$ cat src/rtl/ili_rect_writer_pkg.sv
// Shared types for the ILI9341 rectangle writer: FSM states, command opcodes,
// the byte-port bundle and a helper that picks one byte out of a coordinate pair.
package ili_rect_writer_pkg;

  typedef enum logic [3:0] {
    S_IDLE,
    S_CMD_CASET,
    S_DAT_CASET,
    S_CMD_PASET,
    S_DAT_PASET,
    S_CMD_RAMWR,
    S_PIX_HI,
    S_PIX_LO,
    S_FIN
  } state_rect_e;

  localparam logic [7:0] ILI_CMD_CASET = 8'h2A;
  localparam logic [7:0] ILI_CMD_PASET = 8'h2B;
  localparam logic [7:0] ILI_CMD_RAMWR = 8'h2C;

  typedef struct packed {
    logic       valid;
    logic [7:0] data;
    logic       dc;
  } st_byte_if;

  // Window parameters go out start-hi, start-lo, end-hi, end-lo.
  function automatic logic [7:0] win_byte(input logic [15:0] a, input logic [15:0] b,
                                          input logic [1:0] idx);
    logic [7:0] r;
    case (idx)
      2'd0:    r = a[15:8];
      2'd1:    r = a[7:0];
      2'd2:    r = b[15:8];
      default: r = b[7:0];
    endcase
    return r;
  endfunction

endpackage

$ cat src/rtl/ili_rect_writer.sv
// Rectangle-fill byte source for the ILI9341 SPI path: CASET, PASET, RAMWR, then
// the colour word once per pixel, over a valid/ready byte port with D/C flag.
module ili_rect_writer
  import ili_rect_writer_pkg::*;
#(
  parameter int WIDTH  = 240,
  parameter int HEIGHT = 320,
  parameter int CNT_W  = 17
) (
  input  logic        clk,
  input  logic        rst,
  input  logic        i_start,
  input  logic [15:0] i_x0,
  input  logic [15:0] i_x1,
  input  logic [15:0] i_y0,
  input  logic [15:0] i_y1,
  input  logic [15:0] i_color,
  output logic        o_busy,
  output logic        o_done,
  output logic        o_err,
  output logic        o_byte_valid,
  output logic [7:0]  o_byte,
  output logic        o_byte_dc,
  input  logic        i_byte_ready,
  output logic        o_cs
);

  state_rect_e      r_state, w_next;
  logic [15:0]      r_x0, r_x1, r_y0, r_y1, r_color;
  logic [1:0]       r_idx;
  logic [CNT_W-1:0] r_pix, r_npix_m1;
  logic             r_err;

  logic             w_bad, w_accept, w_vld, w_xfer;
  logic [CNT_W-1:0] w_wid, w_hgt, w_prod;
  st_byte_if        w_byte;
  logic             w_busy, w_done, w_cs;

  assign w_bad = (i_x0 > i_x1) || (i_y0 > i_y1) ||
                 (i_x1 >= 16'(WIDTH)) || (i_y1 >= 16'(HEIGHT));
  assign w_accept = (r_state == S_IDLE) && i_start && !w_bad;

  // Pixel count is registered in the start cycle and only needed after the header.
  assign w_wid  = CNT_W'(i_x1) - CNT_W'(i_x0) + CNT_W'(1);
  assign w_hgt  = CNT_W'(i_y1) - CNT_W'(i_y0) + CNT_W'(1);
  assign w_prod = w_wid * w_hgt;

  assign w_vld  = (r_state != S_IDLE) && (r_state != S_FIN);
  assign w_xfer = w_vld && i_byte_ready;

  always_ff @(posedge clk) begin
    if (rst) begin
      r_state   <= S_IDLE;
      r_err     <= 1'b0;
      r_idx     <= '0;
      r_pix     <= '0;
      r_npix_m1 <= '0;
      r_x0      <= '0;
      r_x1      <= '0;
      r_y0      <= '0;
      r_y1      <= '0;
      r_color   <= '0;
    end else begin
      r_state <= w_next;
      r_err   <= (r_state == S_IDLE) && i_start && w_bad;
      if (w_accept) begin
        r_x0      <= i_x0;
        r_x1      <= i_x1;
        r_y0      <= i_y0;
        r_y1      <= i_y1;
        r_color   <= i_color;
        r_npix_m1 <= w_prod - CNT_W'(1);
        r_pix     <= '0;
        r_idx     <= '0;
      end else if (w_xfer) begin
        if (r_state == S_DAT_CASET || r_state == S_DAT_PASET) r_idx <= r_idx + 2'd1;
        if (r_state == S_PIX_LO) r_pix <= r_pix + CNT_W'(1);
      end
    end
  end

  always_comb begin
    w_next = r_state;
    w_byte = '{valid: w_vld, data: 8'h00, dc: 1'b0};
    w_busy = w_vld;
    w_cs   = !w_vld;
    w_done = 1'b0;
    case (r_state)
      S_IDLE: if (w_accept) w_next = S_CMD_CASET;
      S_CMD_CASET: begin
        w_byte.data = ILI_CMD_CASET;
        if (w_xfer) w_next = S_DAT_CASET;
      end
      S_DAT_CASET: begin
        w_byte.data = win_byte(r_x0, r_x1, r_idx);
        w_byte.dc   = 1'b1;
        if (w_xfer && r_idx == 2'd3) w_next = S_CMD_PASET;
      end
      S_CMD_PASET: begin
        w_byte.data = ILI_CMD_PASET;
        if (w_xfer) w_next = S_DAT_PASET;
      end
      S_DAT_PASET: begin
        w_byte.data = win_byte(r_y0, r_y1, r_idx);
        w_byte.dc   = 1'b1;
        if (w_xfer && r_idx == 2'd3) w_next = S_CMD_RAMWR;
      end
      S_CMD_RAMWR: begin
        w_byte.data = ILI_CMD_RAMWR;
        if (w_xfer) w_next = S_PIX_HI;
      end
      S_PIX_HI: begin
        w_byte.data = r_color[15:8];
        w_byte.dc   = 1'b1;
        if (w_xfer) w_next = S_PIX_LO;
      end
      S_PIX_LO: begin
        w_byte.data = r_color[7:0];
        w_byte.dc   = 1'b1;
        if (w_xfer) w_next = (r_pix == r_npix_m1) ? S_FIN : S_PIX_HI;
      end
      S_FIN: begin
        w_busy = 1'b1;
        w_done = 1'b1;
        w_next = S_IDLE;
      end
      default: w_next = S_IDLE;
    endcase
  end

  assign o_byte_valid = w_byte.valid;
  assign o_byte       = w_byte.data;
  assign o_byte_dc    = w_byte.dc;
  assign o_busy       = w_busy;
  assign o_done       = w_done;
  assign o_cs         = w_cs;
  assign o_err        = r_err;

endmodule
$ cat config.mk
export PLATFORM = sky130hd
export DESIGN_NAME = ili_rect_writer
export DESIGN_NICKNAME = d
export VERILOG_FILES = /design/src/rtl/ili_rect_writer_pkg.sv /design/src/rtl/ili_rect_writer.sv
export SDC_FILE = /design/constraint.sdc
export NUM_CORES = 1
export LEC_CHECK = 0
export ABC_AREA = 1
export CORE_MARGIN = 2
export CORE_UTILIZATION = 50
export CTS_CLUSTER_SIZE = 12
export DETAILED_ROUTE_END_ITERATION = 8
export DONT_BUFFER_PORTS = 1
export GPL_ROUTABILITY_DRIVEN = 0
export GPL_TIMING_DRIVEN = 0
export SYNTH_ARGS = -nofsm -noshare
export SYNTH_HDL_FRONTEND = slang
export SYNTH_SLANG_ARGS = --single-unit
$ cat constraint.sdc
create_clock -name clk -period 16.5 [get_ports clk]
set_clock_uncertainty 0.15 [all_clocks]
set_input_delay 4.125 -clock clk [delete_from_list [all_inputs] [get_ports clk]]
set_output_delay 4.125 -clock clk [all_outputs]
set_load 0.03 [all_outputs]
* Yosys cells after proc, flatten, opt, wreduce, memory -nomap -nowiden
Index checks and enable logic that the tools add are counted.
** Word-level totals
- Flip-flop bits (word level) :: 121
- Input bits :: 84
- Output and inout port bits :: 14
- Word-level logic and storage cells :: 79
** Cells by class
- Add/subtract/negate cells :: 7
- Multipliers :: 1
- Magnitude comparators :: 4
- Equality and inequality tests :: 21
- Mux-type cells :: 16
- Reductions and logical operators :: 20
** Operator list (number)
- $pmux W8 S7 :: 1
- $add A17 B1 Y17 const B :: 3
- $pmux W8 S3 :: 2
- $mux W4 :: 9
- $sub A16 B16 Y17 :: 2
- $gt A16 B16 Y1 :: 2
- $pmux W4 S8 :: 1
- $eq A17 B17 Y1 :: 1
- $mul A17 B17 Y17 :: 1
- $sub A17 B1 Y17 const B :: 1
- $eq A4 B3 Y1 const B :: 4
- $ge A16 B8 Y1 const B :: 1
- $ge A16 B9 Y1 const B :: 1
- $ne A2 B2 Y1 const B :: 6
- $eq A4 B2 Y1 const B :: 2
- $reduce_and A8 Y1 :: 1
- $logic_and A1 B1 Y1 :: 6
- $eq A2 B2 Y1 const B :: 2
- $eq A4 B1 Y1 const B :: 1
- $eq A4 B4 Y1 const B :: 1
- $logic_not A4 Y1 :: 1
- $logic_or A1 B1 Y1 :: 4
- $ne A2 B1 Y1 const B :: 2
- $ne A4 B4 Y1 const B :: 1
- other kinds (9) :: 13

* Longest topological paths before layout
Gate-level depths: netlist of run 1.
- Depth after elaboration :: 8
- Mapped depth :: 40
- Gate-level depth less buffers :: 40

* Worst setup path before layout of run 1
OpenSTA, ideal clock, no wires.
- Path kind :: input-to-reg
- From :: in i_y1[1]
- To :: reg r_npix_m1[16]
- Setup time :: 0.109 ns
- Arrival time :: 10.384 ns
- Data required time :: 16.241 ns
- Setup slack :: 5.857 ns
- Stages on the path :: 37
- Path buffers :: 0
- Cell sequence :: inv_1 -> ha_1 -> inv_1 -> ha_1 -> fa_1 -> nand2_1 -> inv_1 -> nand3_1 -> nand2_1 -> nand2_1 -> nand2_1 -> nand2_1 -> nand3_1 -> nand2_1 -> nand2_1 -> fa_1 -> inv_1 -> fa_1 -> fa_1 -> fa_1 -> fa_1 -> inv_1 -> fa_1 -> inv_1 -> ha_1 -> inv_1 -> nor3_1 -> nand3_1 -> nand2_1 -> xor2_1 -> inv_1 -> nand3_1 -> nand2_1 -> nand2_1 -> nand3_1 -> nand2_1 -> inv_1
** On the way
- Cells in the longest elaborated chain, start to end :: 6
- Elaborated cells between the ends (all ways) :: 11
** RTL lines
- start, declared :: line ili_rect_writer.sv:16 : input logic [15:0] i_y1,
- parallel branches: the longest is 6 deep, another holds $sub A16 B16 Y17
- end signal, assigned :: line ili_rect_writer.sv:72 : r_npix_m1 <= w_prod - CNT_W'(1);
- end, declared :: line ili_rect_writer.sv:31 : logic [CNT_W-1:0] r_pix, r_npix_m1;
Parallel ways; which one is timed is not known.
A chain may end at the register's enable or synchronous reset.

* Worst setup path in the final report of run 1
- From :: in i_x1[1]
- To :: reg r_npix_m1[16]
** On the way
- Cells in the longest elaborated chain, start to end :: 6
- Elaborated cells between the ends (all ways) :: 11
** RTL lines
- start, declared :: line ili_rect_writer.sv:14 : input logic [15:0] i_x1,
- parallel branches: the longest is 6 deep, another holds $sub A16 B16 Y17
Parallel ways; which one is timed is not known.

==> flow_summary_export.csv, run 1 <==
group,metric,value,unit
job,drv_cap,0,
synth,synth_area_leader_cell,"dfxtp_1",
sta,setup_viol,0,
critical_path,r2r_slack,13.65,ns
sta,rsz0062_at_grt,"no",
critical_path,critPathLaunch,"i_x1[1]",
synth,synth_top_cells_by_count,"430 x nand2_1, 394 x inv_1, 198 x nor2_1",
sta,fmax,87.51,MHz
synth,synth_cells,1902,
critical_path,cpPeakStageDelay,0.61,ns
critical_path,cp-start-kind,"input pin",
run_status,outcome,"finished, violations left",
clocking,clock_latency,0.41,ns
critical_path,cp_data_arrival_time,11.59,ns
critical_path,r2r_end,"r_npix_m1[6]",
die,die_w,167.3,um
synth,yosys.cell_types.count,48,
critical_path,worstPathRequired,16.66,ns
grt,gr-total-overflow,0,
critical_path,path_max_fanout,7,
worst_hold_path,worstHoldPathCells,2,
routing,drtIter0Drc,917,
routing,drcViolationCount,12,
sta,hold_slack,0.2783,ns
sta,maxSlewViolCount,0,
clocking,cts_made_buffers,17,
die,rows,59,
run_status,violations,"design-rule violations",
clocking,htreeDepth,4,
sta,maxSlewHeadroom,36.89,%
synth,avgSynthCellArea,7.006,um2
clocking,post_cts_buffers,0,
critical_path,worst-r2r-cell-count,9,
die,die_h,167.3,um
worst_hold_path,min_path_type,"reg -> reg",
synth,yosysSeqAreaShare,18.18,%
synth,synth_top_area_share,18.18,%
clocking,cts_hold_buffers,0,
sta,timing.final.crit_share,69.26,%
die,start_util,50.99,%
synth,syn-cell-area,0.01333,mm2
routing,vias,11978,
critical_path,r2r-start,"r_state[3]",
die,core_area,0.02613,mm2
die,dieArea,0.02797,mm2
cells_and_area,num_antenna_cells,0,
grt,grt_max_degree,17,
cells_and_area,nNetsFinal,2258,
synth,synth_area_leaders,"dfxtp_1 18%, fa_1 17%, ha_1 13%",
critical_path,crit_path_end_kind,"flop",
synth,yosys_warnings,0,
synth,synth_seq_cells,121,
sta,tightest_slew,0.9368,ns
cells_and_area,drive_gt1_share,4.860,%
routing,viasPerCell,5.279,
grt,grt_usage,27.65,%
clocking,clock-root-buffer,"clkbuf_16",
synth,synth.most_common_cell,"nand2_1",
clocking,clkTransAtPathRegs,0.06,ns
sta,setup-tns-final,0,ns
clocking,clock_sinks,121,
synth,synth-edff-count,0,
synth,async_flop_share,0,%
critical_path,critPathKind,"in -> reg",
placement,portBuffers,0,
synth,ys.flop_type,"dfxtp_1",
clocking,cts_tree,"yes",
clocking,clockBufferDepth,2,
routing,final_antenna_net_count,0,
placement,dp_hpwl,32.22,mm
sta,hold_viol,0,
grt,grt_antenna_before_repair,0,
cells_and_area,fill_cells,2662,
critical_path,endpoint,"r_npix_m1[16]",
routing,drt_first_pass_iters,7,
cells_and_area,syn_to_final_growth,7.756,%
clocking,post_cts_resized,0,
sta,period_needed,11.43,ns
grt,grt_pass1_wl,61.34,mm
critical_path,slowest_stage,"fa_1",
grt,grt_pass1_vias,11692,
routing,wl_per_cell,16.93,um
synth,syn_nets,2239,
die,ios,98,
routing,drt-total-wl,38.40,mm
-- per-layer routing --
| metal | wire length [um] | vias up | GRT usage (%) |
|---|---|---|---|
| li1 | - | 5972 | - |
| met1 | 17330 | 5636 | 37.55 |
| met2 | 18110 | 318 | 47.14 |
| met3 | 2207 | 52 | 3.451 |
| met4 | 754 | 0 | 6.578 |
| met5 | 0 | - | 0 |
-- sequential cells by signal (all words and copies together), names as in the netlist --
signal / flops
r_npix_m1: 17
r_y0: 16
r_idx: 2
r_x0: 16
o_err: 1
r_color: 16
r_y1: 16
r_state: 4
r_pix: 17
r_x1: 16
-- kinds of logic (layout without fill, tap and decap cells) --
| logic type | count (synthesis) | after routing | share of synthesized area [%] |
|---|---|---|---|
| AND/OR/NAND/NOR | 814 | 814 | 25.84 |
| buffers and inverters | 446 | 478 | 12.85 |
| adder cells (fa/ha/maj) | 253 | 253 | 30.01 |
| AO/OA/AOI/OAI | 231 | 231 | 10.46 |
| flip-flops | 121 | 121 | 18.18 |
| XOR/XNOR | 37 | 37 | 2.657 |
-- cells in the final DEF, fill, tap and decap left out, drive strengths merged, types with 19 or more instances in the layout --
master  count
nor3       19
nor2      207
fa        111
o21ai      70
a21oi      70
xor2       23
clkbuf     45
dfxtp     121
a211oi     43
ha        142
inv       409
nand3     102
nand2     447
-- worst max-delay path, delay by kind of cell --
kind                       cells  cell delay, ns
and+or+nand+nor               15            1.82
adders and majority gates     10            4.59
xor gates and xnor gates       1            0.34
buffers and inverters          8            0.74
-- layout make-up --
| class | count | area, um2 | share of cell area [%] |
|---|---|---|---|
| multi-input combinational | 1335 | 9190 | 64.00 |
| sequential | 121 | 2422 | 16.87 |
| inverter | 403 | 1515 | 10.55 |
| clock buffer | 17 | 425.4 | 2.963 |
| tap | 335 | 419.2 | 2.919 |
| buffer | 43 | 197.7 | 1.377 |
| clock inverter | 15 | 188.9 | 1.316 |
-- how the worst min path moves through the flow --
stage / end / startpoint
floorplan: r_x1[10] / r_x1[10]
global placement: r_y1[10] / r_y1[10]
detailed placement: r_y1[10] / r_y1[10]
CTS: r_y1[10] / r_y1[10]
global route: r_y1[15] / r_y1[15]
finish: r_y1[10] / r_y1[10]
-- metrics by stage --
stage	utilization (%)	instance area, um2	worst slack [ns]	cells
3_3_place_gp	52.60	13740	4.650	2237
2_1_floorplan	-	13330	5.857	1902
3_5_place_dp	52.60	13740	4.654	2237
6_report	54.95	14360	5.073	2269
4_1_cts	54.95	14360	5.042	2269
5_1_grt	54.95	14360	4.662	2269
Power of run 1 is left out: the tool's default activity adds up to more than one toggle a clock period on the data nets, which glitch-free logic cannot reach.
==> run 2, diff against run 1 <==
==> constraint.sdc (replaced) <==
create_clock -name clk -period 10.7 [get_ports clk]
set_clock_uncertainty 0.15 [all_clocks]
set_input_delay 2.675 -clock clk [delete_from_list [all_inputs] [get_ports clk]]
set_output_delay 2.675 -clock clk [all_outputs]
set_load 0.03 [all_outputs]
==> results of run 2 <==
Same layout as run 1 (identical final DEF). Status: finished, violations left: design-rule violations.
Among the figures that moved: setup slack after placement 4.654 ns -> 0.3044 ns; setup slack after layout 5.073 ns -> 0.7226 ns; register-to-register setup slack 13.65 ns -> 7.85 ns
Power of run 2 is left out for the same reason.
